[config.mk]
export PLATFORM = sky130hd
export DESIGN_NAME = mem_arbiter
export DESIGN_NICKNAME = d
export VERILOG_FILES = /design/src/rtl/mem_arbiter.sv
export SDC_FILE = /design/constraint.sdc
export NUM_CORES = 1
export LEC_CHECK = 0
export BUFFER_PORTS_ARGS = -buffer_cell sky130_fd_sc_hd__buf_2
export CORE_AREA = 2 2 337 339
export DETAILED_ROUTE_END_ITERATION = 16
export DIE_AREA = 0 0 339 341
export GPL_ROUTABILITY_DRIVEN = 0
export GPL_TIMING_DRIVEN = 1
export SYNTH_ARGS = -nofsm -noshare
export SYNTH_HDL_FRONTEND = slang
export SYNTH_SLANG_ARGS = --single-unit
[constraint.sdc]
create_clock -name clk -period 1.51 [get_ports clk]
set_input_delay 0.151 -clock clk [delete_from_list [all_inputs] [get_ports clk]]
set_output_delay 0.151 -clock clk [all_outputs]
set_load 0.1 [all_outputs]
[src/rtl/mem_arbiter.sv]
// Round-robin arbiter sharing one slow-memory port between the I-cache and the D-cache.
// The registered grant selects which cache's request reaches memory and which receives the response.
module mem_arbiter #(
  parameter int ADDR_W  = 28,
  parameter int DATA_W  = 128,
  parameter bit FIRST_D = 1'b1
) (
  input  logic              clk,
  input  logic              rst_n,
  input  logic              i_mem_read,
  input  logic              i_mem_write,
  input  logic [ADDR_W-1:0] i_mem_addr,
  input  logic [DATA_W-1:0] i_mem_wdata,
  output logic [DATA_W-1:0] i_mem_rdata,
  output logic              i_mem_ready,
  input  logic              d_mem_read,
  input  logic              d_mem_write,
  input  logic [ADDR_W-1:0] d_mem_addr,
  input  logic [DATA_W-1:0] d_mem_wdata,
  output logic [DATA_W-1:0] d_mem_rdata,
  output logic              d_mem_ready,
  output logic              mem_read,
  output logic              mem_write,
  output logic [ADDR_W-1:0] mem_addr,
  output logic [DATA_W-1:0] mem_wdata,
  input  logic [DATA_W-1:0] mem_rdata,
  input  logic              mem_ready,
  output logic [1:0]        grant
);

  typedef enum logic [1:0] {IDLE, SERVE, RELEASE} state_t;

  state_t     state_q;
  logic [1:0] grant_q;
  logic       last_d_q;  // 1: the D-cache was the most recently served owner

  logic req_i, req_d, own_i, own_d, own_req;

  assign req_i   = i_mem_read | i_mem_write;
  assign req_d   = d_mem_read | d_mem_write;
  assign own_i   = (grant_q == 2'b01);
  assign own_d   = (grant_q == 2'b10);
  assign own_req = (own_i & req_i) | (own_d & req_d);

  always_ff @(posedge clk or negedge rst_n) begin
    if (!rst_n) begin
      state_q  <= IDLE;
      grant_q  <= 2'b00;
      last_d_q <= ~FIRST_D;
    end else begin
      case (state_q)
        IDLE: begin
          if (req_i && (!req_d || last_d_q)) begin
            state_q <= SERVE;
            grant_q <= 2'b01;
          end else if (req_d) begin
            state_q <= SERVE;
            grant_q <= 2'b10;
          end
        end
        SERVE: begin
          // Completion or owner abort both release the port and advance the pointer.
          if (mem_ready || !own_req) begin
            state_q  <= RELEASE;
            grant_q  <= 2'b00;
            last_d_q <= own_d;
          end
        end
        RELEASE: state_q <= IDLE;
        default: begin
          state_q <= IDLE;
          grant_q <= 2'b00;
        end
      endcase
    end
  end

  // grant_q is non-zero only in SERVE, so everything below is zero in IDLE/RELEASE and in reset.
  assign grant       = grant_q;
  assign mem_read    = (own_i & i_mem_read)  | (own_d & d_mem_read);
  assign mem_write   = (own_i & i_mem_write) | (own_d & d_mem_write);
  assign mem_addr    = own_i ? i_mem_addr  : (own_d ? d_mem_addr  : '0);
  assign mem_wdata   = own_i ? i_mem_wdata : (own_d ? d_mem_wdata : '0);
  assign i_mem_ready = own_i & mem_ready;
  assign d_mem_ready = own_d & mem_ready;
  assign i_mem_rdata = own_i ? mem_rdata : '0;
  assign d_mem_rdata = own_d ? mem_rdata : '0;

endmodule

==> metrics.md <==
| Metric | Value |
|---|---|
| Syn_area_per_cell | 7.17 um2 |
| Dpl hpwl | 77.9 mm |
| DRT Pass-1 Iters | 5 |
| Met3 Use GR | 0.0706 |
| Sequential Area | 133 um2 |
| Setup TNS | -181.42 ns |
| Relative slew margins | 0.793 |
| Max Slew Vio Count | 0 |
| Ys Warns | 0 |
| WP data arrival | around 1.9 ns |
| Root buffer selected by CTS | clkbuf_16 |
| Status | finished with violations |
| Worst reg-to-reg setup slack | -0.42 ns |
| Met2 Use GR | 0.231 |
| First-pass GRT wire length | around 100 mm |
| Power per Cell Area | 3160 mW/mm2 |
| Drt total wl | 88.1 mm |
| Synth area leaders | and2_1, a22o_1, buf_2 |
| Worst endpoint required time | 1.36 ns |
| CP startpoint kind | register |
| Crit path capture type | primary output |
| Antenna-violating nets left | 0 |
| Die ar. | ~0.12 mm2 |
| Worst Hold Class | in2async |
| Area Overhead vs Synth | 447% |
| Cell taking the most area after synthesis | and2_1 |
| Layout cells sized above 1 | 0.985 |
| FF-to-FF Start | grant[1] |
| GRT Max-Usage Layer | met2 |
| Critical Path Sink | mem_wdata[13] |
| Seq/Total Area, Yosys | 0.0344 |
| Total CTS buffers | 3 |
| Unrepaired setup endpoints after global routing | yes |
| All-Layer GR Usage | 0.140 |
| Actual slew at the worst max-slew pin | slightly above 0.3 ns |
| CTS tree | done |
| Initial antenna violation count | 135 |
| Clk_lat worst skew | 0.23 ns |
| Multi-input gate area | slightly above 0.005 mm2 |
| Initial drt markers | 399 |
| Place WS | -0.318 ns |
| Final hold vios | 0 |
| Global routing usage on met1 | 0.170 |
| Syn_nets | approximately 960 |
| Finished Core Util | 0.178 |
| Final setup viols | approximately 420 |
| Tmin final | ~2.0 ns |
| Kind of critical path | reg2out |
| Cell variety after synth | 21 |
| Routed vias/inst | 3.02 |
| Via count | ~8900 |
| #FFs+latches synth | 5 |
| Post-route DRC | 0 |
| CP max FO | 8 |
| CTS H-tree lvls | 1 |
| DR WL/cell | a little under 30 um |
| Fill cells | 12300 |
| Clock transition at the registers of the reported paths | 0.03 ns |
| Core ar. | approximately 0.11 mm2 |
| DIE HEIGHT | 341 um |
| Cells after Synth | 508 |
| Crit Reg-Reg Endpoint | last_d_q |
| Fin Clk Skew | roughly 0.0025 ns |
| Worst Reg-to-Reg Cells | 8 |
| WHS | roughly 0.34 ns |
| Top-area cell type share of the netlist area | 0.443 |
| Clk buf depth | 2 |
| Final worst slack | -0.514 ns |
| Tcrit/Tclk final | 1.34 |
| # nets final | 1879 |
| Synth Cell Area | around 0.0036 mm2 |
| I/O pins | ~870 |
| Total power | 62.9 mW |
| Largest net degree at the start of global routing | slightly above 40 |
| GRT overflow | 0 |
| Buffers on Ports | 864 |
| Total clock sinks | 5 |
| Reported max-cap violation count | 0 |
| Vias in the first global route | ~8500 |
| CP startpoint | grant[1] |
| FP Rows | 123 |
| Initial Util | 0.0325 |
| Fmax | 494 MHz |
| Failing checks | negative setup slack |
| P_leak | 8.90 nW |
| Worst VDD drop | 1.21 mV |
| Die X | around 340 um |
==> power breakdown <==
part	switching, mW	leakage [nW]	internal [mW]
logic	38.5	8.80	23.7
registers	0.0672	0.0605	0.213
clock network	0.0831	0.0383	0.349
total	38.7	8.90	24.3
==> Yosys cell counts, drive strengths merged <==
cell,count
a21oi,3
a22o,158
a22oi,1
a2bb2oi,1
and2,258
and2b,1
buf,44
clkbuf,20
dfrtp,5
inv,3
mux2,1
nor2,3
nor2b,2
o211a,1
o21ai,1
o311a,1
o32ai,2
or2,3
==> cells by family after synthesis <==
group,count (synthesis),synth area share
and+or+nand+nor,267,0.457
AOI/OAI and AO/OA,168,0.402
buffers and inverters,67,0.103
DFF,5,0.0344
muxes,1,0.00412
==> layout by cell type, fill, tap and decap left out, drive strengths merged <==
master | netlist | final
clkbuf | 20 | 21
a21oi | 3 | 3
o32ai | 2 | 2
mux2 | 1 | 1
a2bb2oi | 1 | 1
nor2b | 2 | 2
and2b | 1 | 1
inv | 3 | 3
a22o | 158 | 158
buf | 44 | 965
dlygate4sd3 | 0 | 1
and2 | 258 | 258
diode | 0 | 23
nor2 | 3 | 3
o211a | 1 | 1
dfrtp | 5 | 5
o21ai | 1 | 1
o311a | 1 | 1
a22oi | 1 | 1
or2 | 3 | 3
==> sequential cells by signal, indices dropped and copies added (netlist names) <==
register / flops
grant: 2
state_q: 2
last_d_q: 1
==> worst min path at each step <==
stage                      from        to  depth (start not counted)
final                     rst_n  grant[1]                          2
after global routing      rst_n  grant[1]                          2
after CTS                 rst_n  grant[0]                          2
after detailed placement  rst_n  grant[0]                          1
after global placement    rst_n  grant[1]                          1
after floorplan           rst_n  last_d_q                          0
==> final cells by class <==
type                       instances  area share
timing repair buffer             983       0.635
multi-input combinational        436       0.256
inverter                           3    0.000566
antenna                           23     0.00289
sequential                         5     0.00666
tap                             1500      0.0943
clock buffer                       4     0.00396
==> critical path, stage by stage (launching register included) <==
cell,delay (ns)
dfrtp_4,0.48
and2b_4,0.19
buf_12,0.14
buf_16,0.16
buf_12,0.16
a22o_4,0.30
buf_12,0.18
==> what timing repair did <==
item,CTS,global route
gates cloned,12,25
hold buffers,1,0
gates resized for setup,58,118
pin swaps,11,46
hold endpoints to repair,5,0
endpoints found under the setup margin,419,421
buffers inserted,10,14
==> through the flow <==
step	area (um2)	cells
after global placement	18200	2871
final	19900	2954
after floorplan	5610	508
after CTS	19000	2898
after global routing	19900	2936
after detailed placement	18200	2871
==> routing by layer <==
layer  vias to the layer above  share of wire
li1                       3698              -
met1                      4142           0.40
met2                       753           0.46
met3                       239           0.12
met4                        96          0.021
met5                         -         0.0070
Power figures use the tool's default switching activity.
